$ cat src/rtl/aim_tile_sched.sv
// Tile scheduler for the associative index matcher: fetches weights, starts AIM,
// captures first hit per lane, then drains hits as a compacted valid/ready stream.
module aim_tile_sched #(
    parameter int LANES   = 32,
    parameter int POS_W   = 9,
    parameter int ITE_W   = 4,
    parameter int TILE_W  = 8,
    parameter int TIMEOUT = 64,
    localparam int LANE_W = $clog2(LANES)
) (
    input  logic                   i_clk,
    input  logic                   i_rst_n,
    input  logic                   i_cmd_valid,
    output logic                   o_cmd_ready,
    input  logic [TILE_W-1:0]      i_cmd_tiles,
    input  logic [ITE_W-1:0]       i_cmd_ite,
    output logic                   o_wt_req,
    output logic [TILE_W-1:0]      o_wt_tile,
    input  logic                   i_wt_ack,
    output logic                   o_aim_start,
    output logic [ITE_W-1:0]       o_aim_ite,
    input  logic                   i_aim_finish,
    input  logic [LANES-1:0]       i_aim_valid,
    input  logic [LANES*POS_W-1:0] i_aim_pos,
    output logic                   o_hit_valid,
    input  logic                   i_hit_ready,
    output logic [LANE_W-1:0]      o_hit_lane,
    output logic [POS_W-1:0]       o_hit_pos,
    output logic [TILE_W-1:0]      o_hit_tile,
    output logic                   o_hit_last,
    output logic                   o_tile_done,
    output logic                   o_done,
    output logic                   o_err
);

    localparam int CNT_W = $clog2(TIMEOUT + 1);

    typedef enum logic [2:0] {
        S_IDLE, S_LOAD, S_START, S_WAIT, S_DRAIN, S_DONE
    } state_e;

    state_e              state_q;
    logic                cmd_ready_q;
    logic                wt_req_q;
    logic                aim_start_q;
    logic                done_q;
    logic                err_q;
    logic [TILE_W-1:0]   tiles_q;
    logic [TILE_W-1:0]   tile_q;
    logic [ITE_W-1:0]    ite_q;
    logic [CNT_W-1:0]    cnt_q;
    logic [LANES-1:0]    mask_q;
    logic [POS_W-1:0]    pos_q [LANES];

    logic [LANE_W-1:0]   sel_lane;
    logic                one_left;
    logic                hit_valid;
    logic                hit_hs;
    logic                tile_done;

    // Lowest set mask bit is the record presented downstream.
    // NOTE: every always_comb output gets a default first, so no path leaves it unassigned (no latch).
    always_comb begin
        sel_lane = '0;
        for (int l = LANES - 1; l >= 0; l--) begin
            if (mask_q[l]) sel_lane = LANE_W'(l);
        end
    end

    assign one_left  = (mask_q & (mask_q - 1'b1)) == '0;
    assign hit_valid = (state_q == S_DRAIN) && (mask_q != '0);
    assign hit_hs    = hit_valid && i_hit_ready;
    assign tile_done = (state_q == S_DRAIN) && ((mask_q == '0) || (hit_hs && one_left));

    assign o_cmd_ready = cmd_ready_q;
    assign o_wt_req    = wt_req_q;
    assign o_wt_tile   = tile_q;
    assign o_aim_start = aim_start_q;
    assign o_aim_ite   = ite_q;
    assign o_hit_valid = hit_valid;
    assign o_hit_lane  = sel_lane;
    assign o_hit_pos   = pos_q[sel_lane];
    assign o_hit_tile  = tile_q;
    assign o_hit_last  = hit_valid && one_left;
    assign o_tile_done = tile_done;
    assign o_done      = done_q;
    assign o_err       = err_q;

    // NOTE: sequential state uses non-blocking assignments only, so every register sees pre-edge values.
    always_ff @(posedge i_clk or negedge i_rst_n) begin
        if (!i_rst_n) begin
            state_q     <= S_IDLE;
            cmd_ready_q <= 1'b0;
            wt_req_q    <= 1'b0;
            aim_start_q <= 1'b0;
            done_q      <= 1'b0;
            err_q       <= 1'b0;
            tiles_q     <= '0;
            tile_q      <= '0;
            ite_q       <= '0;
            cnt_q       <= '0;
            mask_q      <= '0;
            // NOTE: the position store is reset too, so no stale position survives an aborted command.
            for (int l = 0; l < LANES; l++) pos_q[l] <= '0;
        end else begin
            case (state_q)
                S_IDLE: begin
                    cmd_ready_q <= 1'b1;
                    if (i_cmd_valid && cmd_ready_q) begin
                        cmd_ready_q <= 1'b0;
                        tiles_q     <= i_cmd_tiles;
                        ite_q       <= i_cmd_ite;
                        tile_q      <= '0;
                        err_q       <= 1'b0;
                        wt_req_q    <= 1'b1;
                        state_q     <= S_LOAD;
                    end
                end
                S_LOAD: begin
                    if (i_wt_ack) begin
                        wt_req_q    <= 1'b0;
                        aim_start_q <= 1'b1;
                        state_q     <= S_START;
                    end
                end
                S_START: begin
                    aim_start_q <= 1'b0;
                    mask_q      <= '0;
                    cnt_q       <= '0;
                    state_q     <= S_WAIT;
                end
                S_WAIT: begin
                    // First hit per lane wins; only a clean 1 on valid latches.
                    for (int l = 0; l < LANES; l++) begin
                        if (i_aim_valid[l] == 1'b1 && !mask_q[l]) begin
                            mask_q[l] <= 1'b1;
                            pos_q[l]  <= i_aim_pos[l*POS_W +: POS_W];
                        end
                    end
                    if (i_aim_finish) begin
                        state_q <= S_DRAIN;
                    end else if (cnt_q == CNT_W'(TIMEOUT - 1)) begin
                        err_q   <= 1'b1;
                        done_q  <= 1'b1;
                        state_q <= S_DONE;
                    end else begin
                        cnt_q <= cnt_q + 1'b1;
                    end
                end
                S_DRAIN: begin
                    if (hit_hs) mask_q[sel_lane] <= 1'b0;
                    if (tile_done) begin
                        if (tile_q == tiles_q) begin
                            done_q  <= 1'b1;
                            state_q <= S_DONE;
                        end else begin
                            tile_q   <= tile_q + 1'b1;
                            wt_req_q <= 1'b1;
                            state_q  <= S_LOAD;
                        end
                    end
                end
                S_DONE: begin
                    done_q      <= 1'b0;
                    cmd_ready_q <= 1'b1;
                    state_q     <= S_IDLE;
                end
                default: state_q <= S_IDLE;
            endcase
        end
    end

endmodule

$ cat config.mk
export PLATFORM = sky130hd
export DESIGN_NAME = aim_tile_sched
export DESIGN_NICKNAME = d
export VERILOG_FILES = /design/src/rtl/aim_tile_sched.sv
export SDC_FILE = /design/constraint.sdc
export NUM_CORES = 1
export LEC_CHECK = 0
export BUFFER_PORTS_ARGS = -buffer_cell sky130_fd_sc_hd__buf_2
export CELL_PAD_IN_SITES_DETAIL_PLACEMENT = 0
export CELL_PAD_IN_SITES_GLOBAL_PLACEMENT = 1
export CORE_MARGIN = 10
export CORE_UTILIZATION = 46
export CTS_CLUSTER_SIZE = 20
export DETAILED_ROUTE_END_ITERATION = 8
export PLACE_DENSITY_LB_ADDON = 0.12
export SETUP_SLACK_MARGIN = 0.1
export SLEW_MARGIN = 15
export SYNTH_ARGS = -nofsm -noshare
export SYNTH_HDL_FRONTEND = slang
export SYNTH_SLANG_ARGS = --single-unit
$ cat constraint.sdc
create_clock -name i_clk -period 9.1 [get_ports i_clk]
set_clock_uncertainty 0.2 [all_clocks]
set_input_delay 1.82 -clock i_clk [delete_from_list [all_inputs] [get_ports i_clk]]
set_output_delay 1.82 -clock i_clk [all_outputs]
set_load 0.01 [all_outputs]
==> results of run 1 <==
## stage by stage
stage	util [%]	hold slack (ps)	setup slack [ps]	area [sq um]
6_report	56.8	268	2190	20800
5_1_grt	56.8	296	1870	20800
4_1_cts	56.7	272	2180	20800
3_3_place_gp	53.2	256	2460	19500
3_5_place_dp	53.2	257	2820	19500
2_1_floorplan	-	266	4210	17100
## tightest hold or removal path, delay by kind of cell, from the launching register on
family | cells | cell delay [ps]
flip-flops | 1 | 330
AND/OR/NAND/NOR | 2 | 110
## cell families (layout without fill, tap and decap cells)
group | count (synthesis) | after routing
simple gates | 396 | 396
buf+inv | 87 | 490
other cells | 0 | 3
mux | 379 | 379
fa+ha+maj | 5 | 5
flops | 355 | 355
xor+xnor | 16 | 16
compound gates | 249 | 249
## registers in the layout, indices dropped and copies added, names as in the netlist, 3 cells and up
signal,count
pos_q,288
state_q,3
cnt_q,7
o_hit_tile,8
mask_q,32
tiles_q,8
o_aim_ite,4
## routing by layer
metal | share of wire, % | GRT usage, % | wire length (um)
met1 | 42 | 37.6 | 28000
met2 | 48 | 47.2 | 31800
met3 | 6.7 | 6.14 | 4480
met4 | 3.7 | 11.3 | 2480
met5 | 0.12 | 0 | 83
## synthesized netlist by cell type, drive strengths merged (3+ instances only)
| library cell | count |
|---|---|
| nand2b | 6 |
| a221oi | 5 |
| and3 | 3 |
| a21o | 3 |
| nor4 | 19 |
| o21ai | 57 |
| or3 | 7 |
| a31oi | 4 |
| o2bb2ai | 3 |
| nand4b | 3 |
| nor2 | 98 |
| a222oi | 5 |
| o41ai | 4 |
| o211ai | 6 |
| xnor2 | 13 |
| a21oi | 58 |
| inv | 11 |
| nor3 | 28 |
| dfrtp | 355 |
| xor2 | 3 |
| nand3 | 23 |
| o21bai | 4 |
| o31ai | 4 |
| or4 | 6 |
| a22o | 6 |
| o22ai | 44 |
| nand2 | 173 |
| mux2 | 290 |
| a22oi | 17 |
| clkbuf | 55 |
| a211oi | 9 |
| nand4 | 9 |
| a21boi | 3 |
| maj3 | 3 |
| nor2b | 11 |
| mux2i | 89 |
| buf | 21 |
| a2111oi | 3 |
## area by class of cell
class                           count  area (sq um)  area share [%]
Antenna cell                        3          7.51          0.0361
Clock buffer                       58          1160            5.57
Clock inverter                     15           136           0.656
Inverter                           11          41.3           0.199
Multi-Input combinational cell   1045          7850            37.8
Sequential cell                   355          8880            42.7
Tap cell                          468           586            2.82
Timing Repair Buffer              406          2120            10.2
## power groups by stage
stage | Sequential [mW] | Clock (mW) | Combinational (mW)
2_1_floorplan | 2.64 | 0 | 2.41
3_3_place_gp | 2.90 | 0 | 3.50
3_5_place_dp | 2.92 | 0 | 3.53
4_1_cts | 2.89 | 1.62 | 3.54
5_1_grt | 3.00 | 1.69 | 3.79
6_report | 2.91 | 1.60 | 3.56
## worst paths after layout
kind,end,depth (start not counted)
max,o_hit_pos[2],11
min,o_aim_ite[1],2
max reg2reg,mask_q[17],10
min reg2reg,o_aim_ite[1],2
max in group asynchronous,mask_q[5],2
min in group asynchronous,pos_q[93],1
==> results.cfg, run 1 <==
[outcome]
status = complete, no violations

[synth]
ys_ff_latch = 355
ys_seq_area_share_pct = 52.1
synth_nets = 1827
ys_warn_count = 0
muxShareOfSynthArea_pct = 24.4
synthXorXnorAreaFrac_pct = 0.822
synth_top_area_share_pct = 52.1
synth_top_family_by_area = multiplexers
synthTopCellsByArea = dfrtp_1, mux2_2, mux2i_1, nand2_1, nor2_1
yosys.area.top_type = dfrtp_1
async_flop_share_pct = 100
syn_area_sq_um = 17100
synth_cells = 1487
synth_edf_count = 0
yosys.area_share.adder_pct = 0.330
synthSimpleGateAreaFrac_pct = 10.8
synth_compound_area_share_pct = 9.29
syn_area_per_cell_sq_um = 11.5
synth.distinct_cells = 65
synth_ff_type = dfrtp_1

[sta]
rsz0062_at_grt = no
setup_tns_ps = 0
hold_viol_final = 0
setup_viol = 0
fmax_mhz = 145
fin_crit_ps = 6910
tightestPinTransition_ps = 1220
slew-limit-headroom_pct = 18.7
slew_viol_final = 0
fin_crit_sh_pct = 75.9

[global_routing]
grt_overflow_total = 0
antenna_found_initial = 11
grt_max_degree = 182
grt_pass1_vias = 14700
grt_util_all_layers_pct = 29.2
grt_pass1_wl_um = 97100

[setup_path]
required_ps = 7080
crit_start = mask_q[23]
critPathLaunchType = register
critPathMaxStageDelay_ps = 1040
r2r-start = mask_q[23]
critPathMaxFanout = 23
cp_common_cell = nor2_1
crit_path_top_delay_cell = nor2b_1
critical_path_class = register to output port
cp_cell_sequence = nor2_1 > o311ai_0 > a21oi_1 > nor2_1 > nor2_1 > inv_1 > nor2b_1 > a221oi_1 > a21oi_1 > nand3b_1 > buf_2
critPathTopFamily = simple AND/OR/NAND/NOR gates
crit_path_end_kind = output port
reg2reg_slack_ps = 4950
crit_buf_inv = 2
crit_arrival_ps = 4890

[detailed_routing]
drtAntennaViolNets = 0
drc = 0
wl_per_cell_um = 28.3
drt-total-wl_um = 66900
num_vias = 13900
via_per_inst = 5.91
firstDrtPassIters = 5
drtIter0Drc = 1061

[clock_network]
postCtsSetupBuffers = 0
post_cts_resize_count = 0
clockBufferDepth = 3
cts_tree = yes
insertion_delay_ps = 560
clkSinkCount = 355
clockRootBuffer = clkbuf_16
postCtsHoldBufs = 0
cts_max_level = 2
cts_buffers = 40
cts.clk_slew.worst_paths_ps = 60

[layout]
final_common_cell = buf_2
layoutNonFillerInstCount = 2361
drive_gt1_share_pct = 41.7
fillerInstances = 3256
syn_to_final_growth_pct = 21.9
final_cell_mix = buf_2, dfrtp_1, mux2_2
nets = 2199

[die]
std_cell_rows = 70
core_sq_um = 36600
initial_core_util_pct = 46.6
die-area_sq_um = 45200
fp.dieH_um = 213
die_x_um = 213
ios = 380

[power]
netSwitchingFraction_pct = 41.2
power_density_nw_per_um2 = 389
p_clk_share_pct = 19.9
p_leak_nw = 9.72
pwr-share-comb_pct = 44.1
power_mw = 8.07
vdd.ir_drop.worst_mv = 0.194
p_seq_share_pct = 36.1
intPower_mw = 4.74
switchingPower_mw = 3.33

[placed_design]
place_hpwl_um = 51300
placed_cells = 2285
io_buffer_count = 379
place_congestion = 0.942

[job]
cap_violations = 0

[worst_hold_path]
hp-start = o_aim_ite[1]
hold_path.class = register to register
Power figures use the tool's default switching activity.
==> inputs of run 2 (changes only) <==
CORE_UTILIZATION = 43   (was 46)
clock period = 6.4 ns   (was 9.1 ns; I/O delays follow)
==> run 2 against run 1 <==
Largest power group unchanged; sequential share of layout area shrank 0.44 points; final cell count is 2.7% higher; worst setup slack got worse by 1700 ps; count of clock-buffer cells in the layout fell by 1.
==> results.cfg, run 2 (synthesized netlist as in run 1, its figures left out) <==
[sta]
rsz0062_at_grt = no
setup_viol = 0
fmax_mhz = 168
fin_crit_ps = 5950
hold_viol_final = 0
tightestPinTransition_ps = 1230
fin_crit_sh_pct = 93.0
setup_tns_ps = 0
slew_viol_final = 0
slew-limit-headroom_pct = 18.0

[clock_network]
postCtsHoldBufs = 0
cts.clk_slew.worst_paths_ps = 60
cts_max_level = 2
clkSinkCount = 355
insertion_delay_ps = 560
clockBufferDepth = 3
cts_buffers = 41
clockRootBuffer = clkbuf_16
cts_tree = yes

[detailed_routing]
drc = 0
num_vias = 14000
drt-total-wl_um = 68300
via_per_inst = 5.77
drtIter0Drc = 1465
firstDrtPassIters = 8
drtAntennaViolNets = 0
wl_per_cell_um = 28.2

[global_routing]
grt_pass1_vias = 14700
grt_overflow_total = 0
grt_pass1_wl_um = 98500
antenna_found_initial = 4
grt_max_degree = 120
grt_util_all_layers_pct = 28.0

[layout]
layoutNonFillerInstCount = 2424
registers.top_by_ff_count = pos_q
final_cell_mix = buf_2, dfrtp_1, mux2_2
nets = 2215
final_common_cell = buf_2
syn_to_final_growth_pct = 23.2
drive_gt1_share_pct = 42.4
reg_top3 = pos_q: 288 flops, mask_q: 32 flops
largest_reg_flops = 288
post-route-util_pct = 54.0
finish.instance_area_sq_um = 21000

[die]
ios = 380
core_sq_um = 38900
std_cell_rows = 72
die-area_sq_um = 48000
fp.dieH_um = 219
die_x_um = 219
initial_core_util_pct = 43.8

[worst_hold_path]
hold_path.class = register to register

[setup_path]
critical_path_class = register to output port
crit_arrival_ps = 4470
required_ps = 4920
cp_common_cell = nand3_1
crit_path_end_kind = output port
critPathLaunchType = register
crit_path_top_delay_cell = nor2_4
critPathMaxFanout = 26
critPathMaxStageDelay_ps = 730
cp_cell_sequence = or3_1 > nor2b_1 > and4b_1 > nor3_1 > nor2_4 > inv_1 > buf_4 > nand3_1 > o21ai_0 > nor4_2 > nand3_1 > buf_2

[job]
cap_violations = 0

[power]
power_density_nw_per_um2 = 549
power_mw = 11.5
p_leak_nw = 9.80
vdd.ir_drop.worst_mv = 0.243

[placed_design]
io_buffer_count = 379
place_hpwl_um = 52400
placed_cells = 2347
place_congestion = 0.907
dpl_cell_area_sq_um = 19600

[outcome]
status = complete, no violations
## run 2: worst paths after layout
path | startpoint | to | slack [ps] | cells after the start
worst min register to register | o_aim_ite[2] | o_aim_ite[2] | 270 | 2
worst min-delay path | o_aim_ite[2] | o_aim_ite[2] | 270 | 2
min in group asynchronous | i_rst_n | pos_q[238] | 580 | 1
worst max register to register | mask_q[23] | mask_q[13] | 2530 | 10
worst max-delay path | mask_q[11] | o_hit_pos[5] | 450 | 12
max in group asynchronous | i_rst_n | pos_q[239] | 3970 | 2
## run 2: metal layers
| metal | part of all wire [%] | global-route usage (%) | vias to the layer above |
|---|---|---|---|
| met4 | 3.0 | 9.54 | 6 |
| met3 | 7.8 | 6.26 | 111 |
| met5 | 0.048 | 0 | - |
| met2 | 48 | 45.5 | 566 |
| li1 | - | - | 6189 |
| met1 | 41 | 36.2 | 7114 |
## run 2: worst max-delay path: cells and delay by family (launching register included)
kind,cells,cell delay [ps]
buffers and inverters,3,800
flip-flops,1,510
AND/OR/NAND/NOR,8,2490
AO/OA/AOI/OAI,1,100
## run 2: metrics by stage
| stage | setup WS, ps | hold WS, ps |
|---|---|---|
| floorplan | 2050 | 266 |
| global placement | 840 | 254 |
| detailed placement | 731 | 259 |
| CTS | 118 | 271 |
| global route | 219 | 289 |
| finish | 448 | 271 |
## run 2: layout make-up
type	count	area, sq um
sequential	355	8880
multi-input combinational	1045	7850
clock inverter	16	151
timing repair buffer	420	2240
tap	518	648
clock buffer	57	1180
fill	3539	17900
antenna	1	2.50
timing repair inverter	1	5.00
inverter	11	45.0
## run 2: what timing repair did
action / 4_1_cts / 5_1_grt
setup buffers: 0 / 2
hold endpoints to repair: 0 / 0
endpoints found under the setup margin: 0 / 6
gates resized for setup: 0 / 5
## run 2: report_power, final
part / switching (mW) / internal, mW
Combinational: 2.87 / 2.19
Clock: 0.974 / 1.37
Sequential: 0.817 / 3.31
Total: 4.66 / 6.88
==> inputs of run 3 (changes only) <==
clock period = 6.3 ns   (was 6.4 ns; I/O delays follow)
==> run 3 against run 2 <==
Via count fell by 0.64%; sequential share of layout area fell by 0.16 points; worst hold slack better by 1.9 ps; routed wire length is 0.62% lower; count of clock-buffer cells in the layout increased by 8; combinational power increased by 1%; register-to-register slack got worse by 110 ps; cell area is 0.39% higher; non-clock buffer count grew 3.
==> results.cfg, run 3 (synthesized netlist as in run 1, its figures left out) <==
[die]
die-area_sq_um = 48000
core_sq_um = 38900
initial_core_util_pct = 43.8
std_cell_rows = 72
ios = 380
fp.dieH_um = 219
die_x_um = 219

[global_routing]
grt_max_degree = 138
grt_util_all_layers_pct = 27.6
antenna_found_initial = 3
grt_overflow_total = 0
grt_pass1_vias = 14600
grt_pass1_wl_um = 97400

[layout]
fillerInstances = 3534
final_common_cell = buf_2
final_cell_mix = buf_2, dfrtp_1, mux2_2
syn_to_final_growth_pct = 23.6
nets = 2218
largest_reg_flops = 288
reg_top3 = pos_q: 288 flops, mask_q: 32 flops
drive_gt1_share_pct = 42.2
registers.top_by_ff_count = pos_q

[power]
power_mw = 11.8
power_density_nw_per_um2 = 558
vdd.ir_drop.worst_mv = 0.358
p_leak_nw = 9.84

[sta]
fin_crit_ps = 5900
setup_tns_ps = 0
tightestPinTransition_ps = 1220
fmax_mhz = 170
slew_viol_final = 0
rsz0062_at_grt = no
slew-limit-headroom_pct = 18.7
fin_crit_sh_pct = 93.6
hold_viol_final = 0
setup_viol = 0

[placed_design]
place_congestion = 0.905
io_buffer_count = 379
place_hpwl_um = 52100

[detailed_routing]
drc = 0
firstDrtPassIters = 5
drtAntennaViolNets = 0
drtIter0Drc = 1268
drt-total-wl_um = 67800
wl_per_cell_um = 28.0
num_vias = 13900
via_per_inst = 5.73

[outcome]
status = complete, no violations

[clock_network]
cts.clk_slew.worst_paths_ps = 60
insertion_delay_ps = 570
clockBufferDepth = 3
cts_buffers = 41
cts_max_level = 2
clockRootBuffer = clkbuf_16
postCtsHoldBufs = 0
clkSinkCount = 355
cts_tree = yes

[setup_path]
crit_arrival_ps = 4440
crit_path_end_kind = output port
critPathLaunchType = register
cp_cell_sequence = or3_1 > nor2b_1 > and4b_1 > nor3_1 > nor2_4 > inv_1 > nor3_1 > a2111oi_0 > nand3_1 > buf_2
crit_path_top_delay_cell = nor3_1
critPathMaxFanout = 16
required_ps = 4840
critPathMaxStageDelay_ps = 940
critical_path_class = register to output port
cp_common_cell = nor3_1

[job]
cap_violations = 0

[worst_hold_path]
hold_path.class = register to register
-- run 3: worst paths after layout --
kind | depth (start not counted) | end | startpoint | slack (ps)
setup reg to reg | 10 | mask_q[12] | mask_q[9] | 2420
setup / recovery | 10 | o_hit_pos[0] | mask_q[9] | 400
min in group asynchronous | 1 | pos_q[245] | i_rst_n | 500
hold / removal | 2 | o_aim_ite[1] | o_aim_ite[1] | 270
max in group asynchronous | 2 | pos_q[113] | i_rst_n | 4170
hold reg to reg | 2 | o_aim_ite[1] | o_aim_ite[1] | 270
-- run 3: layer usage --
layer	GRT usage [%]	wire, um	up-vias
met5	0	21	-
met4	10.8	2580	4
met3	6.27	5250	125
met2	45.0	32500	557
met1	35.2	27500	7004
li1	-	-	6207
-- run 3: what timing repair did --
item,4_1_cts,5_1_grt
pin swaps,0,1
endpoints found under the setup margin,1,7
gates resized for setup,1,4
buffers inserted,0,3
cloned,0,1
-- run 3: area by class of cell --
class,count,area [sq um],area share (%)
Antenna cell,1,2.50,0.0119
Clock buffer,65,1240,5.87
Clock inverter,8,144,0.683
Inverter,11,45.0,0.214
Multi-Input combinational cell,1045,7840,37.2
Sequential cell,355,8880,42.1
Tap cell,518,648,3.07
Timing Repair Buffer,423,2270,10.8
Timing Repair inverter,1,5.00,0.0237
-- run 3: power breakdown --
group	leakage (nW)	switching, mW	total (mW)	internal [mW]
clock	0.675	0.979	2.45	1.47
combinational	4.81	2.91	5.12	2.21
sequential	4.35	0.834	4.20	3.37
total	9.84	4.72	11.8	7.05
-- run 3: critical path, delay by kind of cell, from the launching register on --
kind,cells,cell delay (ps)
AOI/OAI and AO/OA,1,260
buffers and inverters,2,660
and+or+nand+nor,7,2430
DFF,1,530
-- run 3: per-stage QoR --
| step | worst slack, ps | utilization (%) | area, sq um | hold slack [ps] | instances |
|---|---|---|---|---|---|
| after floorplan | 1970 | - | 17100 | 266 | 1487 |
| after CTS | 115 | 54.1 | 21000 | 274 | 2422 |
| after global routing | 317 | 54.2 | 21100 | 309 | 2426 |
| after detailed placement | 710 | 50.5 | 19700 | 261 | 2349 |
| final | 401 | 54.2 | 21100 | 273 | 2427 |
| after global placement | 864 | 50.5 | 19700 | 255 | 2349 |
